$ cat src/rtl/debounce_bank.sv
// -----------------------------------------------------------------------------
// debounce_bank
//   Multi-channel push-button conditioner. Each channel has a 2-FF
//   synchroniser with selectable polarity, a stability counter advanced by a
//   shared sample tick, registered press/release pulses, and a hold FSM that
//   produces a long-press pulse followed by auto-repeat pulses while held.
//
// Ports
//   clk       in   1       system clock, all logic on posedge
//   rst_n     in   1       asynchronous active-low reset
//   pb        in   NUM_CH  raw asynchronous button inputs, bit i = channel i
//   pb_state  out  NUM_CH  debounced level, 1 = pressed
//   pb_down   out  NUM_CH  1-cycle pulse on accepted press
//   pb_up     out  NUM_CH  1-cycle pulse on accepted release
//   pb_long   out  NUM_CH  1-cycle pulse after LONG_TICKS ticks held
//   pb_rep    out  NUM_CH  1-cycle pulse every REPEAT_TICKS ticks after pb_long
//
// Hold FSM (per channel)
//   state   | meaning
//   H_IDLE  | button released, hold timer parked at 0
//   H_PRESS | pressed, counting ticks toward the long-press pulse
//   H_HELD  | long press reported, counting ticks between repeat pulses
// -----------------------------------------------------------------------------
module debounce_bank #(
  parameter int NUM_CH       = 4,
  parameter int ACTIVE_LOW   = 1,
  parameter int CNT_W        = 4,
  parameter int PRESCALE     = 1,
  parameter int LONG_TICKS   = 64,
  parameter int REPEAT_TICKS = 16
) (
  input  logic              clk,
  input  logic              rst_n,
  input  logic [NUM_CH-1:0] pb,
  output logic [NUM_CH-1:0] pb_state,
  output logic [NUM_CH-1:0] pb_down,
  output logic [NUM_CH-1:0] pb_up,
  output logic [NUM_CH-1:0] pb_long,
  output logic [NUM_CH-1:0] pb_rep
);

  localparam logic [NUM_CH-1:0] POL_MASK = (ACTIVE_LOW != 0) ? '1 : '0;

  localparam int PS_W = (PRESCALE > 1) ? $clog2(PRESCALE) : 1;
  localparam logic [PS_W-1:0] PS_LAST = PS_W'(PRESCALE - 1);

  localparam int HOLD_MAX = (LONG_TICKS > REPEAT_TICKS) ?
                            ((LONG_TICKS > 1) ? LONG_TICKS : 1) :
                            ((REPEAT_TICKS > 1) ? REPEAT_TICKS : 1);
  localparam int HT_W = $clog2(HOLD_MAX + 1);
  localparam logic [HT_W-1:0] LONG_LAST = (LONG_TICKS > 0)   ? HT_W'(LONG_TICKS - 1)   : '0;
  localparam logic [HT_W-1:0] REP_LAST  = (REPEAT_TICKS > 0) ? HT_W'(REPEAT_TICKS - 1) : '0;

  typedef enum logic [1:0] {
    H_IDLE  = 2'd0,
    H_PRESS = 2'd1,
    H_HELD  = 2'd2
  } hold_state_t;

  // ---------------------------------------------------------------------------
  // Shared sample-tick prescaler
  // ---------------------------------------------------------------------------
  logic [PS_W-1:0] ps_cnt;
  logic            tick;

  assign tick = (ps_cnt == PS_LAST);

  always_ff @(posedge clk or negedge rst_n) begin
    if (!rst_n) begin
      ps_cnt <= '0;
    end else if (tick) begin
      ps_cnt <= '0;
    end else begin
      ps_cnt <= ps_cnt + 1'b1;
    end
  end

  // ---------------------------------------------------------------------------
  // Synchroniser; polarity is folded into the first stage so everything
  // downstream sees 1 = pressed.
  // ---------------------------------------------------------------------------
  logic [NUM_CH-1:0] sync0;
  logic [NUM_CH-1:0] sync1;

  always_ff @(posedge clk or negedge rst_n) begin
    if (!rst_n) begin
      sync0 <= '0;
      sync1 <= '0;
    end else begin
      sync0 <= pb ^ POL_MASK;
      sync1 <= sync0;
    end
  end

  // ---------------------------------------------------------------------------
  // Stability counters. accept[i] marks the cycle in which channel i's
  // debounced level flips; the hold FSMs consume the same-cycle press/release
  // events so their timing is referenced to the pb_down/pb_up edge itself.
  // ---------------------------------------------------------------------------
  logic [NUM_CH-1:0] accept;
  logic [NUM_CH-1:0] down_evt;
  logic [NUM_CH-1:0] up_evt;

  assign down_evt = accept & ~pb_state;
  assign up_evt   = accept &  pb_state;

  for (genvar g = 0; g < NUM_CH; g++) begin : g_stab
    logic [CNT_W-1:0] cnt;
    logic             idle;

    assign idle      = (pb_state[g] == sync1[g]);
    assign accept[g] = !idle && tick && (cnt == '1);

    // Any return to the current level clears the count immediately, so a
    // glitch restarts the full stability window.
    always_ff @(posedge clk or negedge rst_n) begin
      if (!rst_n) begin
        cnt <= '0;
      end else if (idle || accept[g]) begin
        cnt <= '0;
      end else if (tick) begin
        cnt <= cnt + 1'b1;
      end
    end
  end

  always_ff @(posedge clk or negedge rst_n) begin
    if (!rst_n) begin
      pb_state <= '0;
      pb_down  <= '0;
      pb_up    <= '0;
    end else begin
      pb_state <= pb_state ^ accept;
      pb_down  <= down_evt;
      pb_up    <= up_evt;
    end
  end

  // ---------------------------------------------------------------------------
  // Hold FSMs
  // ---------------------------------------------------------------------------
  for (genvar g = 0; g < NUM_CH; g++) begin : g_ch
    if (LONG_TICKS > 0) begin : g_hold
      hold_state_t     state;
      logic [HT_W-1:0] htmr;
      logic            long_q;
      logic            rep_q;

      always_ff @(posedge clk or negedge rst_n) begin
        if (!rst_n) begin
          state  <= H_IDLE;
          htmr   <= '0;
          long_q <= 1'b0;
          rep_q  <= 1'b0;
        end else begin
          long_q <= 1'b0;
          rep_q  <= 1'b0;
          // A release always wins: a long/repeat due in the same cycle is dropped.
          if (up_evt[g]) begin
            state <= H_IDLE;
            htmr  <= '0;
          end else begin
            case (state)
              H_IDLE: begin
                htmr <= '0;
                if (down_evt[g]) begin
                  state <= H_PRESS;
                end
              end
              H_PRESS: begin
                if (tick) begin
                  if (htmr == LONG_LAST) begin
                    long_q <= 1'b1;
                    htmr   <= '0;
                    state  <= H_HELD;
                  end else begin
                    htmr <= htmr + 1'b1;
                  end
                end
              end
              H_HELD: begin
                // With repeat disabled the timer simply parks until release.
                if ((REPEAT_TICKS > 0) && tick) begin
                  if (htmr == REP_LAST) begin
                    rep_q <= 1'b1;
                    htmr  <= '0;
                  end else begin
                    htmr <= htmr + 1'b1;
                  end
                end
              end
              default: begin
                state <= H_IDLE;
                htmr  <= '0;
              end
            endcase
          end
        end
      end

      assign pb_long[g] = long_q;
      assign pb_rep[g]  = rep_q;
    end else begin : g_nohold
      assign pb_long[g] = 1'b0;
      assign pb_rep[g]  = 1'b0;
    end
  end

endmodule

$ cat config.mk
export PLATFORM = sky130hd
export DESIGN_NAME = debounce_bank
export DESIGN_NICKNAME = d
export VERILOG_FILES = /design/src/rtl/debounce_bank.sv
export SDC_FILE = /design/constraint.sdc
export NUM_CORES = 1
export LEC_CHECK = 0
export BUFFER_PORTS_ARGS = -buffer_cell sky130_fd_sc_hd__buf_2
export CAP_MARGIN = 30
export CORE_MARGIN = 2
export CORE_UTILIZATION = 45
export DETAILED_ROUTE_END_ITERATION = 16
export HOLD_SLACK_MARGIN = 0.1
export PLACE_DENSITY = 0.72
export SLEW_MARGIN = 20
export SYNTH_ARGS = -nofsm -noshare
export SYNTH_HDL_FRONTEND = slang
export SYNTH_SLANG_ARGS = --single-unit
$ cat constraint.sdc
create_clock -name clk -period 1.6 [get_ports clk]
set_input_delay 0.24 -clock clk [delete_from_list [all_inputs] [get_ports clk]]
set_output_delay 0.24 -clock clk [all_outputs]
set_load 0.02 [all_outputs]
# Word-level counts from Yosys, hierarchy flattened
# Cells that the tools add are included.
# word_totals
register_bits	81
output_inout_bits	20
in_bits	6
# op_classes
eq_ne	48
bitwise_logic	6
n_mux	85
n_reduce_logical	28
n_addsub	9
# op_table
op	n
$mux 7	20
$pmux 7 s2	4
$ne 3x3->1 const B	16
$mux 1	33
$mux 2	16
$mux 4	8
$add 7x1->7 const B	4
$eq 7x4->1 const B	4
$eq 7x6->1 const B	4
$pmux 2 s3	4
$add 4x1->4 const B	4
$eq 4x4->1 const B	4
$reduce_and 4->1	4
$and 4x4->4	2
$eq 2x1->1 const B	4
$eq 2x2->1 const B	4
$logic_and 1x1->1	8
$logic_not 2->1	4
$ne 2x1->1 const B	4
$ne 2x2->1 const B	4
$not 4->4	2
$reduce_and 2->1	4
$eq 1x1->1	4
$logic_not 1->1	4
other kinds (4)	7

# Longest topological paths before layout
# logic_depth
word_depth	8
ltp_mapped	6
mapped_depth_nobuf	6

# Worst setup path before layout
# No wires, ideal clock.
# synth_timing
kind	reg2reg
start	register g_ch[3].g_hold.state[0]
end	register g_ch[3].g_hold.state[0]
path_stages_with_launch	7
setup_time_ns	0.123
slack_ns	-0.056
required_ns	1.477
arrival_ns	1.532
n_path_buf	0
path_cell_list	dfrtp_1 inv_1 ha_1 or2_2 o32a_2 o21ai_0 a21oi_1
# synth_via
elab_chain_cells	3
word_cells_on_any_way	10
cone_classes	eq/ne (6); mux (2); reduce/logical (2)
# synth_rtl
item	line	rtl
start, declared	144	hold_state_t state;
start signal, assigned	151	state <= H_IDLE;
start signal, assigned	160	state <= H_IDLE;
start signal, assigned	167	state <= H_PRESS;
$eq 2x1->1, or another cell as far along	163	case (state)
$ne 3x3->1 (no source line), or another cell as far along	n/a	
$reduce_and 4->1 (no source line) / $mux 2 (equally long branches)	n/a	
# Parallel ways exist; a longest one is shown, timed or not.
# A chain may end at the register's enable or synchronous reset.

# Final worst setup path
# layout_timing
start	register g_ch[2].g_hold.state[0]
end	register g_ch[2].g_hold.state[0]
# layout_via
elab_chain_cells	3
word_cells_on_any_way	10
cone_classes	eq/ne (6); mux (2); reduce/logical (2)
# layout_rtl
item	line
start, declared	144
start signal, assigned	151
start signal, assigned	160
start signal, assigned	167
$eq 2x1->1, or another cell as far along	163
$ne 3x3->1 (no source line), or another cell as far along	n/a
$reduce_and 4->1 (no source line) / $mux 2 (equally long branches)	n/a
# Parallel ways exist; a longest one is shown, timed or not.

==> results by group <==
Logic synthesis
  • Syn Inst Count: 338
  • Asr flop ratio synth: 100%
  • Syn Nets: 368
  • Synth Register Bits: 80
  • Post-synth EDFFs: 0
  • Post-synthesis cell type count: 49
  • Mean post-synth cell area: 11.0 sq um
  • Seq/Total Area, Yosys: 54.0%
  • Synth Flop Type: dfrtp_1
  • Syn. warnings: 0
  • Synthesized area: 3700 sq um

Clocking
  • Clock Tree Buf Depth: 2
  • CTS tree: done
  • Clock Tree Root: clkbuf_8
  • Worst-Skew Late Latency: 350 ps
  • Clock-pin slew on the worst setup and hold paths: 90 ps
  • H-tree levels: 3
  • Clk sinks: 80
  • CTS Buf Count: 9

Global routing
  • Vias in the first global route: 2448
  • Global route total overflow: 0
  • GR Util All Layers: 15.1%
  • First-pass GRT wire length: 10.6 mm
  • Largest net degree at the start of global routing: 41
  • Antenna violations before repair: 0

Place
  • Port bufs: 25
  • Global placement routability congestion: 0.829
  • Post-DP HPWL: 4.19 mm
  • Dpl cells: 468
  • Placement Setup Slack: -18.3 ps

Floorplan
  • Num ports: 26
  • Core area: 8090 sq um
  • Die ar.: 8970 sq um
  • Die Span Y: 94.7 um
  • Die width: 94.7 um
  • Initial Utilization: 45.8%
  • Row cnt: 33

Worst setup path
  • Critical-path top delay cell: dfrtp_1
  • CP endpoint kind: flop
  • Critical path cell sequence: inv_2, ha_4, nand4b_1, o32ai_2, buf_4, a21o_1, a21oi_1
  • Crit-path max cell delay: 380 ps
  • Worst setup SP type: flop
  • Crit path DAT: 1800 ps
  • Crit path max fanout: 5
  • WS Path Type: flop to flop
  • CP required: 1830 ps

Drt
  • Post-DRT Antenna Nets: 0
  • Vias per cell: 5.02
  • DRC: 0
  • DRT iter0 DRCs: 94
  • DR WL/cell: 12.3 um
  • Routed WL: 6.18 mm
  • Number of vias in the routed layout: 2522
  • DR pass1 iterations: 4

Layout
  • Fraction of layout cells with a size suffix above 1: 25.9%
  • Final Core Density: 55.3%
  • Fillers: 720
  • Nets: 422
  • Register area: 2000 sq um
  • Antenna Cells: 0
  • Layout Cells excl Fill: 502
  • Multi-input logic area: 1680 sq um
  • Syn-to-layout area delta: 20.9%

Pwr
  • Leak Pwr: 2.13 nW
  • P per Cell Area: 1190 nW/um^2
  • Overall Power: 5.35 mW
  • Maximum resistive drop on vdd: 0.000604 V

STA
  • Max-slew headroom: 74.9%
  • Post-route minimum period: 1570 ps
  • Upper clock frequency limit: 636 MHz
  • Final period utilization: 98.3%
  • Worst-margin pin slew: 375 ps
  • RSZ-0062 raised after global routing: yes
  • Endpoints failing hold: 0
  • Final hold slack: 322 ps
  • Final Setup Violations: 0
  • Worst setup margin: 26.9 ps
  • Clock skew: 13.0 ps
  • Fin. max-slew vios: 0

Worst hold path
  • Min-delay worst type: input pin to async pin

Flow run
  • Max Cap Violations: 0

Run status
  • Status: finished clean
## kinds of logic after synthesis
group | share of synthesized area, %
multiplexers | 1.45
buffers and inverters | 4.46
AND/OR/NAND/NOR | 17.5
flip-flops | 54.0
adder cells (fa/ha/maj) | 8.11
XOR/XNOR | 6.62
AO/OA/AOI/OAI | 7.84
## cell usage in the layout, fill, tap and decap left out, types with 6 or more instances in the layout
master	n
dfrtp_1	80
nor2_1	45
buf_4	25
buf_2	24
inv_1	21
nand3_1	21
ha_1	17
nand2_1	16
xor2_1	15
xnor2_1	13
clkbuf_8	10
nor3_1	8
o21ai_0	6
and3_1	6
a21oi_1	6
## report_power, final
part,internal (mW),total (mW),switching (mW)
logic,0.746,1.55,0.806
registers,2.17,2.28,0.110
clock network,0.768,1.52,0.753
total,3.68,5.35,1.67
## what timing repair did
item                                    4_1_cts  5_1_grt
hold endpoints to repair                     27        0
endpoints found under the setup margin        8       32
pin swaps                                     1       13
buffers inserted                              0       13
hold buffers                                  5        0
resized for setup                             4       28
## metrics by stage
| step | instance area (sq um) | setup TNS, ps |
|---|---|---|
| 6_report | 4480 | 0 |
| 5_1_grt | 4480 | -344 |
| 4_1_cts | 4260 | 0 |
| 3_5_place_dp | 3990 | -64.2 |
| 3_3_place_gp | 3990 | 0 |
| 2_1_floorplan | 3710 | 0 |
## critical path, delay by kind of cell, from the launching register on
| family | cells | cell delay (ps) |
|---|---|---|
| buf+inv | 2 | 260 |
| fa+ha+maj | 1 | 150 |
| compound gates | 3 | 460 |
| simple gates | 1 | 180 |
| flops | 1 | 380 |
## metal layers
layer / vias up / track usage (%) / share of wire (%)
met4: 0 / 8.09 / 2.4
met3: 9 / 3.19 / 2.8
met5: - / 0 / 0
met2: 37 / 23.4 / 48
met1: 1230 / 20.0 / 46
li1: 1246 / - / -
## layout make-up
cell class	count	share of cell area, %
tap	105	2.93
multi-input combinational	223	37.4
sequential	80	44.7
clock inverter	6	1.51
inverter	23	1.93
timing repair buffer	55	8.44
clock buffer	10	3.07
## worst paths after layout
check	from	endpoint	slack, ps	cells after the start
hold / removal	rst_n	g_ch[1].g_hold.state[0]	320	2
setup reg to reg	g_ch[2].g_hold.state[0]	g_ch[2].g_hold.state[0]	30	7
max in group asynchronous	rst_n	sync1[2]	730	3
hold reg to reg	sync0[3]	sync1[3]	350	0
min in group clk	sync0[3]	sync1[3]	350	0
setup / recovery	g_ch[2].g_hold.state[0]	g_ch[2].g_hold.state[0]	30	7
## sequential cells by signal, indices dropped and copies added (netlist names), named ones only
| name | flops |
|---|---|
| g_ch.g_hold.htmr | 28 |
| g_ch.g_hold.long_q | 4 |
| g_ch.g_hold.rep_q | 4 |
| g_ch.g_hold.state | 8 |
| g_stab.cnt | 16 |
| pb_down | 4 |
| pb_up | 4 |
| sync0 | 4 |
| sync1 | 4 |
## cell usage after synthesis (2+ instances only)
library cell / number / area (sq um)
a21o_1: 4 / 30.0
a21oi_1: 8 / 40.0
and2_1: 2 / 12.5
and3_1: 6 / 37.5
buf_2: 3 / 15.0
buf_4: 8 / 60.1
dfrtp_1: 80 / 2000
ha_1: 24 / 300
inv_1: 23 / 86.3
mux2_2: 3 / 33.8
mux2i_1: 2 / 20.0
nand2_1: 17 / 63.8
nand2b_1: 5 / 31.3
nand3_1: 23 / 115
nand3_2: 2 / 20.0
nand4b_1: 3 / 26.3
nor2_1: 45 / 169
nor2b_1: 2 / 12.5
nor3_1: 8 / 40.0
nor3b_1: 3 / 22.5
nor4_1: 3 / 18.8
o21ai_0: 10 / 50.1
o32ai_1: 2 / 17.5
xnor2_1: 13 / 114
xor2_1: 15 / 131
(Power assumes the default switching activity.)
